==> src/rtl/snake_pkg.sv <==
// Encodings and small helpers shared by the snake controller, snake datapath and display.
package snake_pkg;

    typedef enum logic [1:0] {
        PAUSED       = 2'b00,
        PLAYING      = 2'b01,
        DIE_FLASHING = 2'b10,
        INITIALIZING = 2'b11
    } status_e;

    typedef enum logic [1:0] {
        UP    = 2'b00,
        RIGHT = 2'b01,
        DOWN  = 2'b10,
        LEFT  = 2'b11
    } dir_e;

    localparam int NUM_APPLES = 5;

    function automatic logic [2:0] count_apples(input logic [NUM_APPLES-1:0] v);
        logic [2:0] n;
        n = '0;
        for (int i = 0; i < NUM_APPLES; i++) begin
            n = n + {2'b00, v[i]};
        end
        return n;
    endfunction

    function automatic logic [7:0] sat_add(input logic [7:0] a, input logic [2:0] b);
        logic [8:0] s;
        s = {1'b0, a} + {6'b000000, b};
        return s[8] ? 8'hFF : s[7:0];
    endfunction

endpackage

==> src/rtl/snake_game_ctrl_if.sv <==
// Apple handshake bundle between the controller, the snake (eaten flags) and the apple generator.
interface snake_game_ctrl_if;
    import snake_pkg::*;

    logic [NUM_APPLES-1:0] get_apple;
    logic [NUM_APPLES-1:0] respawn_ack;
    logic [NUM_APPLES-1:0] respawn_req;

    modport master (input get_apple, input respawn_ack, output respawn_req);
    modport slave  (output get_apple, output respawn_ack, input respawn_req);

endinterface

==> src/rtl/btn_edge.sv <==
// Registered rising-edge detector: pulses for one clock, one clock after the input rises.
module btn_edge (
    input  logic clock,
    input  logic reset_n,
    input  logic btn_i,
    output logic rise_o
);

    logic prev_q;
    logic rise_q;

    always_ff @(posedge clock) begin
        if (!reset_n) begin
            prev_q <= 1'b0;
            rise_q <= 1'b0;
        end else begin
            prev_q <= btn_i;
            rise_q <= btn_i & ~prev_q;
        end
    end

    assign rise_o = rise_q;

endmodule

==> src/rtl/snake_game_ctrl.sv <==
// Game sequencer: status FSM, death-flash timer, direction arbitration and apple scoring handshake.
module snake_game_ctrl
    import snake_pkg::*;
#(
    parameter int FLASH_CYCLES = 40000000,
    parameter int FLASH_COUNT  = 3,
    parameter int INIT_CYCLES  = 4,
    parameter int WIN_SCORE    = 29
) (
    input  logic                clock,
    input  logic                reset_n,
    input  logic                btn_start,
    input  logic                btn_pause,
    input  logic [3:0]          btn_dir,
    input  logic [1:0]          current_direction,
    input  logic                hit_wall,
    input  logic                hit_itself,
    snake_game_ctrl_if.master   apple,
    output logic [1:0]          game_status,
    output logic [1:0]          next_direction,
    output logic [7:0]          score,
    output logic                game_won
);

    localparam int FW = (FLASH_CYCLES > 1) ? $clog2(FLASH_CYCLES) : 1;
    localparam int PW = (FLASH_COUNT  > 1) ? $clog2(FLASH_COUNT)  : 1;
    localparam int IW = (INIT_CYCLES  > 1) ? $clog2(INIT_CYCLES)  : 1;

    logic                  start_edge;
    logic                  pause_edge;
    logic [3:0]            dir_edge;
    logic [NUM_APPLES-1:0] apple_edge;
    logic [NUM_APPLES-1:0] take;
    logic [NUM_APPLES-1:0] req_q, req_d;
    logic                  hit;
    logic                  scoring;

    status_e        state_q, state_d;
    dir_e           dir_q, dir_d;
    dir_e           cand;
    logic [7:0]     score_q, score_d, score_sum;
    logic           won_q, won_d;
    logic [FW-1:0]  flash_cyc_q, flash_cyc_d;
    logic [PW-1:0]  flash_per_q, flash_per_d;
    logic [IW-1:0]  init_cnt_q, init_cnt_d;

    assign hit     = hit_wall | hit_itself;
    assign scoring = (state_q == PLAYING) && !hit;

    btn_edge u_start_edge (.clock(clock), .reset_n(reset_n), .btn_i(btn_start), .rise_o(start_edge));
    btn_edge u_pause_edge (.clock(clock), .reset_n(reset_n), .btn_i(btn_pause), .rise_o(pause_edge));

    generate
        for (genvar gi = 0; gi < 4; gi++) begin : g_dir
            btn_edge u_dir_edge (.clock(clock), .reset_n(reset_n), .btn_i(btn_dir[gi]), .rise_o(dir_edge[gi]));
        end

        // The pending request doubles as the mask: further eats of that apple are ignored until acked.
        for (genvar gi = 0; gi < NUM_APPLES; gi++) begin : g_apple
            btn_edge u_apple_edge (.clock(clock), .reset_n(reset_n), .btn_i(apple.get_apple[gi]), .rise_o(apple_edge[gi]));
            assign take[gi]  = scoring && apple_edge[gi] && !req_q[gi];
            assign req_d[gi] = take[gi] ? 1'b1 : (apple.respawn_ack[gi] ? 1'b0 : req_q[gi]);
        end
    endgenerate

    always_comb begin
        if (dir_edge[0])      cand = UP;
        else if (dir_edge[1]) cand = RIGHT;
        else if (dir_edge[2]) cand = DOWN;
        else                  cand = LEFT;
    end

    assign score_sum = sat_add(score_q, count_apples(take));

    always_comb begin
        state_d     = state_q;
        dir_d       = dir_q;
        score_d     = score_q;
        won_d       = won_q;
        flash_cyc_d = '0;
        flash_per_d = '0;
        init_cnt_d  = '0;

        case (state_q)
            INITIALIZING: begin
                if (init_cnt_q == IW'(INIT_CYCLES - 1)) state_d = PAUSED;
                else                                     init_cnt_d = init_cnt_q + 1'b1;
            end
            PAUSED: begin
                if (start_edge)                  state_d = won_q ? INITIALIZING : PLAYING;
                else if (pause_edge && !won_q)   state_d = PLAYING;
            end
            PLAYING: begin
                if ((|dir_edge) && (cand != dir_e'(current_direction ^ 2'b10))) dir_d = cand;
                if (hit) begin
                    state_d = DIE_FLASHING;
                end else begin
                    score_d = score_sum;
                    if (int'(score_sum) >= WIN_SCORE) begin
                        won_d   = 1'b1;
                        state_d = PAUSED;
                    end else if (pause_edge) begin
                        state_d = PAUSED;
                    end
                end
            end
            DIE_FLASHING: begin
                if (start_edge) begin
                    state_d = INITIALIZING;
                end else begin
                    flash_cyc_d = flash_cyc_q + 1'b1;
                    flash_per_d = flash_per_q;
                    if (flash_cyc_q == FW'(FLASH_CYCLES - 1)) begin
                        flash_cyc_d = '0;
                        if (flash_per_q == PW'(FLASH_COUNT - 1)) state_d = INITIALIZING;
                        else                                      flash_per_d = flash_per_q + 1'b1;
                    end
                end
            end
            default: ;
        endcase

        // Clearing on entry means the first INITIALIZING cycle already shows a fresh game.
        if (state_d == INITIALIZING) begin
            score_d = '0;
            won_d   = 1'b0;
            dir_d   = RIGHT;
        end
    end

    always_ff @(posedge clock) begin
        if (!reset_n) begin
            state_q     <= INITIALIZING;
            dir_q       <= RIGHT;
            score_q     <= '0;
            won_q       <= 1'b0;
            req_q       <= '0;
            flash_cyc_q <= '0;
            flash_per_q <= '0;
            init_cnt_q  <= '0;
        end else begin
            state_q     <= state_d;
            dir_q       <= dir_d;
            score_q     <= score_d;
            won_q       <= won_d;
            req_q       <= (state_d == INITIALIZING) ? '0 : req_d;
            flash_cyc_q <= flash_cyc_d;
            flash_per_q <= flash_per_d;
            init_cnt_q  <= init_cnt_d;
        end
    end

    assign game_status       = state_q;
    assign next_direction    = dir_q;
    assign score             = score_q;
    assign game_won          = won_q;
    assign apple.respawn_req = req_q;

endmodule
==> src/flat_wrapper.sv <==
// flat-port wrapper written by rule: the top's interface ports become plain ports
module snake_game_ctrl_flat import snake_pkg::*;
#(
    parameter int FLASH_CYCLES = 40000000,
    parameter int FLASH_COUNT  = 3,
    parameter int INIT_CYCLES  = 4,
    parameter int WIN_SCORE    = 29
)
  (clock, reset_n, btn_start, btn_pause, btn_dir, current_direction, hit_wall, hit_itself, game_status, next_direction, score, game_won, apple_get_apple, apple_respawn_ack, apple_respawn_req);
  snake_game_ctrl_if apple_i ();
  input  logic clock;
  input  logic reset_n;
  input  logic btn_start;
  input  logic btn_pause;
  input  logic [3:0] btn_dir;
  input  logic [1:0] current_direction;
  input  logic hit_wall;
  input  logic hit_itself;
  output logic [1:0] game_status;
  output logic [1:0] next_direction;
  output logic [7:0] score;
  output logic game_won;
  input wire logic [$bits(apple_i.get_apple)-1:0] apple_get_apple;
  input wire logic [$bits(apple_i.respawn_ack)-1:0] apple_respawn_ack;
  output wire logic [$bits(apple_i.respawn_req)-1:0] apple_respawn_req;
  assign apple_i.get_apple = apple_get_apple;
  assign apple_i.respawn_ack = apple_respawn_ack;
  assign apple_respawn_req = apple_i.respawn_req;
  snake_game_ctrl #(.FLASH_CYCLES(FLASH_CYCLES), .FLASH_COUNT(FLASH_COUNT), .INIT_CYCLES(INIT_CYCLES), .WIN_SCORE(WIN_SCORE)) u_core (.clock(clock), .reset_n(reset_n), .btn_start(btn_start), .btn_pause(btn_pause), .btn_dir(btn_dir), .current_direction(current_direction), .hit_wall(hit_wall), .hit_itself(hit_itself), .apple(apple_i), .game_status(game_status), .next_direction(next_direction), .score(score), .game_won(game_won));
endmodule
==> config.mk <==
export PLATFORM = sky130hd
export DESIGN_NAME = snake_game_ctrl_flat
export DESIGN_NICKNAME = d
export VERILOG_FILES = /design/src/rtl/snake_pkg.sv /design/src/rtl/snake_game_ctrl_if.sv /design/src/rtl/btn_edge.sv /design/src/rtl/snake_game_ctrl.sv /design/src/flat_wrapper.sv
export SDC_FILE = /design/constraint.sdc
export NUM_CORES = 1
export LEC_CHECK = 0
export CORE_UTILIZATION = 45
export CTS_BUF_LIST = sky130_fd_sc_hd__clkbuf_16
export DETAILED_ROUTE_END_ITERATION = 8
export PLACE_DENSITY = 0.73
export SLEW_MARGIN = 40
export SYNTH_ARGS = -nofsm -noshare
export SYNTH_HDL_FRONTEND = slang
export SYNTH_SLANG_ARGS = --single-unit
==> constraint.sdc <==
create_clock -name clock -period 6.7 [get_ports clock]
set_input_delay 1.675 -clock clock [delete_from_list [all_inputs] [get_ports clock]]
set_output_delay 1.675 -clock clock [all_outputs]
set_load 0.01 [all_outputs]
# Word-level counts from Yosys, hierarchy flattened
# Cells that the tools add are included.
classes:
  n_addsub: 8
  n_mul: 0
  div: 0
  n_lt_le_gt_ge: 1
  eq_ne: 8
  shifts: 0
  n_mux: 25
  n_bitwise: 29
  n_reduce_logical: 35
op_table:
  columns: ["cell", "count"]
  rows:
  - ["26-bit by 1-bit adder with 26-bit output (second input constant)", 1]
  - ["26-bit == test (second input constant)", 1]
  - ["2-bit two-way mux", 12]
  - ["1-bit NOT", 17]
  - ["1-bit logical AND", 13]
  - ["1-bit AND", 11]
  - ["1-bit two-way mux", 11]
  - ["2-bit == test (second input constant)", 5]
  - ["2-bit nonzero test", 5]
  - ["3-bit by 1-bit adder with 3-bit output", 3]
  - ["8-bit by 3-bit adder with 9-bit output", 1]
  - ["8-bit by 5-bit >= comparator with 1-bit output (second input constant)", 1]
  - ["8-bit two-way mux", 1]
  - ["2-bit one-hot mux with 4 select lines", 1]
  - ["4-bit OR reduction", 2]
  - ["1-bit zero test", 7]
  - ["2-bit AND reduction", 3]
  - ["3-bit OR reduction", 2]
  - ["2-bit by 1-bit adder with 2-bit output (second input constant)", 2]
  - ["3-bit AND reduction", 1]
  - ["1-bit by 1-bit adder with 2-bit output", 1]
  - ["2-bit by 1-bit == test with 1-bit output (second input constant)", 1]
  - ["2-bit zero test", 1]
  - ["2-bit != test", 1]
  - ["2 further kinds", 2]
totals:
  register_bits: 70
  latchBits: 0
  ram_bits: 0
  mem_bits_ro: 0
  input_bits: 22
  out_inout_bits: 18
  elab_cells: 140
  n_memories: 0

# Logic depth before layout (Yosys ltp)
# Gate-level depths: netlist (run 1).
logic_depth:
  ltp_word: 17
  mapped_depth: 18
  mapped_depth_nobuf: 17

# By module
# From an unflattened synthesis (run 1), not the netlist that was laid out.
hier_totals:
  hier_cells: 329
  area_unflattened_um2: 3111.7
modules_own_cells:
  columns: ["module", "instances", "cells_each", "area_each_um2", "seq_area_each_um2"]
  rows:
  - ["snake_game_ctrl", 1, 285, 2506.2, 960.9]
  - ["btn_edge", 11, 4, 55.1, 40.0]

# Worst setup path before layout (run 1)
# Ideal clock, no wire load.
synth_path:
  path_kind: "input to register"
  startpoint: "in hit_itself"
  endpoint: "reg u_core.score_q[4], in the netlist u_core.score[4]"
  setup_ps: 88
  t_arrival_ps: 5085
  required_time_ps: 6612
  setup_slack_ps: 1527
  cell_stages: 18
  path_buffers: 1
  path_cell_list: "nor2_1 nand2_1 nor3b_1 ha_1 inv_1 fa_1 inv_1 ha_1 fa_1 inv_1 fa_1 xnor2_1 nand3_1 nor3_2 nor3_2 o21a_4 buf_12 a311oi_2"
synth_via:
  elab_chain_len: 17
  elab_cells_between_ends: 27
  classes_between: "5 x add/sub; 1 x order compare; 1 x eq/ne; 4 x mux; 2 x bitwise; 14 x reduce/logical"
synth_rtl:
  columns: ["element", "line", "source"]
  rows:
  - ["start: declaration", "flat_wrapper.sv:18", "input logic hit_itself;"]
  - ["1-bit bitwise OR *", "snake_game_ctrl.sv:47", "assign hit = hit_wall | hit_itself;"]
  - ["1-bit zero test", "snake_game_ctrl.sv:48", "assign scoring = (state_q == PLAYING) && !hit;"]
  - ["1-bit logical AND", "snake_game_ctrl.sv:48", null]
  - ["1-bit logical AND (2 in series)", "snake_game_ctrl.sv:61", "assign take[gi] = scoring && apple_edge[gi] && !req_q[gi];"]
  - ["1-bit by 1-bit adder with 2-bit output", "snake_pkg.sv:24", "n = n + {2'b00, v[i]};"]
  - ["3-bit by 1-bit adder with 3-bit output (3 in series)", "snake_pkg.sv:24", null]
  - ["8-bit by 3-bit adder with 9-bit output", "snake_pkg.sv:31", "s = {1'b0, a} + {6'b000000, b};"]
  - ["8-bit two-way mux", "snake_pkg.sv:32", "return s[8] ? 8'hFF : s[7:0];"]
  - ["8-bit by 5-bit >= comparator with 1-bit output", "snake_game_ctrl.sv:99", "if (int'(score_sum) >= WIN_SCORE) begin"]
  - ["2-bit two-way mux", "snake_game_ctrl.sv:99", null]
  - ["2-bit two-way mux", "snake_game_ctrl.sv:95", "if (hit) begin"]
  - ["2-bit one-hot mux with 4 select lines", "snake_game_ctrl.sv:84", "case (state_q)"]
  - ["2-bit == test", "snake_game_ctrl.sv:124", "if (state_d == INITIALIZING) begin"]
  - ["2-bit OR reduction (no line)", null, null]
  - ["end signal: assignment", "snake_game_ctrl.sv:144", "score_q <= score_d;"]
  - ["end: declaration", "snake_game_ctrl.sv:41", "logic [7:0] score_q, score_d, score_sum;"]
# Mark *: on every way between the ends. The rest lies on a longest branch, timed or not.
# A chain may end at the register's enable or synchronous reset.

# Final worst setup path (run 1)
layout_path:
  startpoint: "in hit_itself"
  endpoint: "reg u_core.dir_q[0], in the netlist u_core.next_direction[0]"
layout_via:
  elab_chain_len: 17
  elab_cells_between_ends: 25
  classes_between: "5 x add/sub; 1 x order compare; 1 x eq/ne; 4 x mux; 1 x bitwise; 13 x reduce/logical"
layout_rtl:
  columns: ["element", "line", "source"]
  rows:
  - ["1-bit bitwise OR *", "snake_game_ctrl.sv:47", null]
  - ["1-bit zero test", "snake_game_ctrl.sv:48", null]
  - ["1-bit logical AND", "snake_game_ctrl.sv:48", null]
  - ["1-bit logical AND (2 in series)", "snake_game_ctrl.sv:61", null]
  - ["1-bit by 1-bit adder with 2-bit output", "snake_pkg.sv:24", null]
  - ["3-bit by 1-bit adder with 3-bit output (3 in series)", "snake_pkg.sv:24", null]
  - ["8-bit by 3-bit adder with 9-bit output", "snake_pkg.sv:31", null]
  - ["8-bit two-way mux", "snake_pkg.sv:32", null]
  - ["8-bit by 5-bit >= comparator with 1-bit output", "snake_game_ctrl.sv:99", null]
  - ["2-bit two-way mux", "snake_game_ctrl.sv:99", null]
  - ["2-bit two-way mux *", "snake_game_ctrl.sv:95", null]
  - ["2-bit one-hot mux with 4 select lines *", "snake_game_ctrl.sv:84", null]
  - ["2-bit == test *", "snake_game_ctrl.sv:124", null]
  - ["2-bit OR reduction (no line) *", null, null]
  - ["end signal: assignment", "snake_game_ctrl.sv:143", "dir_q <= dir_d;"]
  - ["end: declaration", "snake_game_ctrl.sv:39", "dir_e dir_q, dir_d;"]
# Marks and branches as above.

==> results.sh, run 1 <==
export IMPL_status="finished with violations"
export IMPL_violations="DRC"
export IMPL_synth_seq_area_share=0.4536
export IMPL_tns_ns=0
export IMPL_p_leak_nw=1.393
export IMPL_slew_headroom=0.6542
export IMPL_start_util=0.4756
export IMPL_met3_usage=0.06809
export IMPL_power_density_nw_per_um2=286.6
export IMPL_final_area_um2=3852
export IMPL_synthesis_area_um2=3089
export IMPL_fin_crit_sh=0.8510
export IMPL_drive_gt1_frac=0.1051
export IMPL_comb_power_share=0.137
export IMPL_die_x_um=84.86
export IMPL_final_cell_mix="dfxtp_1, nor2_1, clkdlybuf4s50_1"
export IMPL_holdBufCountCts=0
export IMPL_io_pins=40
export IMPL_grt_max_degree=26
export IMPL_synth_edf_count=0
export IMPL_die_h_um=84.86
export IMPL_swShare=0.2486
export IMPL_busiest_layer="met2"
export IMPL_cp_end_kind="flip-flop"
export IMPL_syn_instance_count=322
export IMPL_wirelength_um=5652
export IMPL_synth_net_count=355
export IMPL_grt_pass1_wl_um=9818
export IMPL_ys_flop_type="dfxtp_1"
export IMPL_grt_antenna_before_repair=0
export IMPL_clockBufferDepth=2
export IMPL_hp_class="flip-flop to flip-flop"
export IMPL_fin_skew_ns=0.005580
export IMPL_cp_required_ns=6.91
export IMPL_via_count=2313
export IMPL_via_per_inst=5.163
export IMPL_first_iter_violations=90
export IMPL_worst_pin_slew_ns=0.5188
export IMPL_ir_drop_mv=0.1837
export IMPL_synth_area_leaders="dfxtp_1, nor2_1, xor2_1, nor2b_1, xnor2_1"
export IMPL_first_global_vias=2218
export IMPL_cp_cell_sequence="clkdlybuf4s50_1, nor2_1, nand2_1, nor3b_1, ha_1, inv_1, fa_1, inv_1, ha_1, fa_1, inv_1, fa_1, xnor2_1, nand3_1, nor3_2, nor3_2, o21a_4, a211o_1"
export IMPL_ys_ff_latch=70
export IMPL_cts_root_buf="clkbuf_16"
export IMPL_p_int_mw=0.8297
export IMPL_dieArea_um2=7200
export IMPL_grt_met2_usage=0.2786
export IMPL_cts_sinks=70
export IMPL_firstDrtPassIters=7
export IMPL_drv_slew=0
export IMPL_critPathMaxStageDelay_ns=0.50
export IMPL_dp_hpwl_um=4003
export IMPL_ys_types=51
export IMPL_worstSetupPathType="input port to flip-flop"
export IMPL_p_seq_frac=0.416
export IMPL_worstPathMaxFanout=16
export IMPL_drc_errors=5
export IMPL_met1_usage=0.2152
export IMPL_min_period_ns=5.702
export IMPL_tritoncts="built"
export IMPL_place_congestion=0.8768
export IMPL_slowest_stage="fa_1"
export IMPL_num_antenna_cells=0
export IMPL_stdcell_count=448
export IMPL_async_flop_share=0
export IMPL_synth_top_area_share=0.4536
export IMPL_synth_yosys_warnings=0
export IMPL_fin_nets=400
export IMPL_clock_power_share=0.447
export IMPL_critical_path_startpoint_type="input port"
export IMPL_clkTransAtPathRegs_ns=0.06
export IMPL_rows=29
export IMPL_post_cts_buffers=0
export IMPL_clock_latency_ns=0.32
export IMPL_arrival_ns=5.91
export IMPL_synth_top_cell_by_area="dfxtp_1"
export IMPL_hold_violations=0
export IMPL_syn_area_per_cell_um2=9.594
export IMPL_max_freq_mhz=175.4
export IMPL_place_area_um2=3540
export IMPL_numCtsBuffers=9
export IMPL_core_region_area_um2=6495
export IMPL_gr_total_overflow=0
export IMPL_port_buffers=39
export IMPL_area_delta_synth_final_pct=24.71
export IMPL_grtUsageTotal=0.1732
export IMPL_power_switching_mw=0.2745
export IMPL_rsz0062_at_grt="no"
export IMPL_wl_per_cell_um=12.62
export IMPL_maxCapViolCount=0
export IMPL_h_tree_depth=3
export IMPL_cts_resized=0
export IMPL_final_common_cell="dfxtp_1"
export IMPL_detail_route_antenna_nets=0
export IMPL_dp_cells=433
export IMPL_final_setup_viol_count=0
## registers in the layout, indices dropped and copies added (netlist names), 4 cells and up
register / flops
u_core.flash_cyc_q: 26
u_core.score: 8
u_core.g_apple.u_apple_edge.prev_q: 5
u_core.g_dir.u_dir_edge.rise_o: 4
u_core.g_dir.u_dir_edge.prev_q: 4
u_core.g_apple.u_apple_edge.rise_o: 5
u_core.apple.respawn_req: 5
## synthesized netlist by cell type, types with 3 or more instances
master and count:
a21oi_2 4, nor3_1 5, nand4_1 4, and2_1 11, or3_1 4, xnor2_1 12
nor2b_1 17, and3_1 5, nand2_1 16, xor2_1 14, nor3b_1 3, nor2_2 5
a21oi_1 9, o21ba_2 3, nand2b_1 5, inv_1 14, nand3_1 15, nor3_2 3
ha_1 8, mux2i_1 4, fa_1 3, nand3b_1 5, o21ai_0 5, buf_2 3
nor2_1 44, dfxtp_1 70
## per-layer routing
layer | up-vias | part of all wire
li1 | 1193 | -
met1 | 1080 | 0.50
met2 | 36 | 0.46
met3 | 4 | 0.035
met4 | 0 | 0.010
met5 | - | 0
## kinds of logic after synthesis
kind of cell,synth area share
adder cells (fa/ha/maj),0.05184
AND/OR/NAND/NOR,0.2932
flip-flops,0.4536
AO/OA/AOI/OAI,0.08505
buffers and inverters,0.02956
XOR/XNOR,0.07371
multiplexers,0.01296
## cell type report
type | instances | area (µm²)
clock inverter | 6 | 87.58
timing repair buffer | 39 | 390.4
sequential | 70 | 1401
tap | 77 | 96.34
multi-input combinational | 233 | 1599
clock buffer | 9 | 225.2
inverter | 14 | 52.55
fill | 558 | 2643
## power by group through the flow
stage               sequential, mW  clock, mW  combinational (mW)
floorplan                    0.465          0               0.117
global route                 0.462      0.528               0.168
detailed placement           0.468          0               0.152
global placement             0.467          0               0.148
CTS                          0.459      0.507               0.155
finish                       0.459      0.494               0.151
## worst max-delay path, delay by kind of cell
family	cells	cell delay, ns
compound gates	2	0.52
fa+ha+maj	5	1.79
buf+inv	4	0.61
xor+xnor	1	0.24
simple gates	6	1.07
## path summary, 6_finish.rpt
check	end	slack, ns	startpoint	cells past startpoint
worst max-delay path	u_core.next_direction[0]	1.0	hit_itself	18
worst min-delay path	u_core.g_apple[2].u_apple_edge.rise_o	0.38	u_core.g_apple[2].u_apple_edge.prev_q	1
worst max register to register	u_core.next_direction[0]	2.16	u_core.game_status[0]	17
worst min register to register	u_core.g_apple[2].u_apple_edge.rise_o	0.38	u_core.g_apple[2].u_apple_edge.prev_q	1
## stage by stage
step	utilization	power, mW	hold WS, ns	setup slack [ns]
floorplan	-	0.5820	0.3674	1.527
global placement	0.5446	0.6158	0.3716	0.7784
detailed placement	0.5450	0.6194	0.3728	0.6597
CTS	0.5931	1.121	0.3810	0.9891
global route	0.5931	1.158	0.3862	0.6072
finish	0.5931	1.104	0.3795	0.9983
Power figures use the tool's default switching activity.
==> run 2, diff against run 1 <==
--- a/config.mk
+++ b/config.mk
@@ -8,6 +8,7 @@
 export CORE_UTILIZATION = 45
 export CTS_BUF_LIST = sky130_fd_sc_hd__clkbuf_16
 export DETAILED_ROUTE_END_ITERATION = 8
+export GPL_ROUTABILITY_DRIVEN = 0
 export PLACE_DENSITY = 0.73
 export SLEW_MARGIN = 40
 export SYNTH_ARGS = -nofsm -noshare
==> results.sh, run 2 (synthesis gave the netlist of run 1 again) <==
export IMPL_start_util=0.4756
export IMPL_grt_max_degree=26
export IMPL_first_iter_violations=109
export IMPL_area_delta_synth_final_pct=22.96
export IMPL_dp_cells=433
export IMPL_max_freq_mhz=175.1
export IMPL_first_global_vias=2294
export IMPL_h_tree_depth=3
export IMPL_hp_class="flip-flop to flip-flop"
export IMPL_final_setup_viol_count=0
export IMPL_worstPathMaxFanout=16
export IMPL_dieArea_um2=7200
export IMPL_port_buffers=39
export IMPL_numCtsBuffers=9
export IMPL_total_power_mw=1.015
export IMPL_critical_path_startpoint_type="input port"
export IMPL_min_period_ns=5.710
export IMPL_tns_ns=0
export IMPL_status="finished with violations"
export IMPL_fin_crit_sh=0.8523
export IMPL_ir_drop_mv=0.2736
export IMPL_cp_end_kind="flip-flop"
export IMPL_wl_per_cell_um=12.78
export IMPL_cts_root_buf="clkbuf_16"
export IMPL_maxCapViolCount=0
export IMPL_slew_headroom=0.6550
export IMPL_stdcell_count=449
export IMPL_final_cell_mix="dfxtp_1, nor2_1, clkdlybuf4s50_1"
export IMPL_grtUsageTotal=0.1770
export IMPL_wirelength_um=5739
export IMPL_drv_slew=0
export IMPL_cp_required_ns=6.91
export IMPL_critPathMaxStageDelay_ns=0.51
export IMPL_holdBufCountCts=0
export IMPL_holdPathStages=1
export IMPL_worst_pin_slew_ns=0.5153
export IMPL_regToRegSetupSlack_ns=2.16
export IMPL_firstDrtPassIters=8
export IMPL_clockBufferDepth=2
export IMPL_arrival_ns=5.92
export IMPL_drc_errors=5
export IMPL_num_antenna_cells=0
export IMPL_detail_route_antenna_nets=0
export IMPL_die_x_um=84.86
export IMPL_die_h_um=84.86
export IMPL_hold_violations=0
export IMPL_post_cts_buffers=0
export IMPL_core_region_area_um2=6495
export IMPL_cts_resized=0
export IMPL_hold_ws_ns=0.3763
export IMPL_grt_pass1_wl_um=10120
export IMPL_tritoncts="built"
export IMPL_fin_nets=400
export IMPL_drive_gt1_frac=0.1022
export IMPL_crit_family="adder cells"
export IMPL_dp_hpwl_um=4132
export IMPL_via_per_inst=5.218
export IMPL_critical_path_buf_inv_count=4
export IMPL_io_pins=40
export IMPL_via_count=2343
export IMPL_top_register="u_core.flash_cyc_q"
export IMPL_clkTransAtPathRegs_ns=0.05
export IMPL_rows=29
export IMPL_fin_skew_ns=0.004756
export IMPL_violations="DRC"
export IMPL_cp_cell_sequence="clkdlybuf4s50_1, nor2_1, nand2_1, nor3b_1, ha_1, inv_1, fa_1, inv_1, ha_1, fa_1, inv_1, fa_1, xnor2_1, nand3_1, nor3_2, nor3_2, o21a_4, a211o_1"
export IMPL_rsz0062_at_grt="no"
export IMPL_worst_r2r_path_depth=17
export IMPL_final_common_cell="dfxtp_1"
export IMPL_power_density_nw_per_um2=267.1
export IMPL_largest_reg_flops=26
export IMPL_gr_total_overflow=0
export IMPL_worstSetupPathType="input port to flip-flop"
export IMPL_critical_path_depth=18
export IMPL_clock_latency_ns=0.33
export IMPL_grt_antenna_before_repair=0
export IMPL_cts_sinks=70
export IMPL_slowest_stage="fa_1"
export IMPL_p_leak_nw=1.383
-- run 2: cell count changes in the layout (fill, tap and decap cells not counted), sizes merged --
cell      before  now
bufinv         2    0
clkinv         2    4
clkinvlp       2    1
inv           14   16
-- run 2: final timing paths --
check / to / startpoint
worst max register to register: u_core.next_direction[0] / u_core.game_status[0]
worst min register to register: u_core.g_dir[0].u_dir_edge.rise_o / u_core.g_dir[0].u_dir_edge.prev_q
worst min-delay path: u_core.g_dir[0].u_dir_edge.rise_o / u_core.g_dir[0].u_dir_edge.prev_q
worst max-delay path: u_core.next_direction[0] / hit_itself
-- run 2: through the flow --
step | instance area, µm² | worst slack [ns] | utilization
2_1_floorplan | 3089 | 1.527 | -
3_3_place_gp | 3537 | 0.7924 | 0.5446
3_5_place_dp | 3540 | 0.6664 | 0.5450
4_1_cts | 3799 | 0.9835 | 0.5849
5_1_grt | 3799 | 0.6161 | 0.5849
6_report | 3799 | 0.9898 | 0.5849
-- run 2: per-layer routing --
| metal | up-vias | GRT usage | wire, µm |
|---|---|---|---|
| met5 | - | 0 | 0 |
| met4 | 0 | 0.06626 | 87 |
| met3 | 10 | 0.05739 | 250 |
| met2 | 46 | 0.2786 | 2614 |
| met1 | 1098 | 0.2276 | 2787 |
| li1 | 1189 | - | - |
-- run 2: where the power goes --
part | leakage, nW | switching, mW | internal, mW | total [mW]
combinational | 0.677 | 0.0808 | 0.0683 | 0.149
sequential | 0.570 | 0.0195 | 0.439 | 0.458
clock | 0.135 | 0.164 | 0.244 | 0.407
total | 1.38 | 0.264 | 0.751 | 1.01
-- run 2: layout make-up --
cell class                 count  area [µm²]
clock buffer                   9       225.2
multi-input combinational    233        1599
timing repair buffer          39       390.4
sequential                    70        1401
fill                         549        2696
clock inverter                 7       33.78
tap                           77       96.34
inverter                      14       52.55
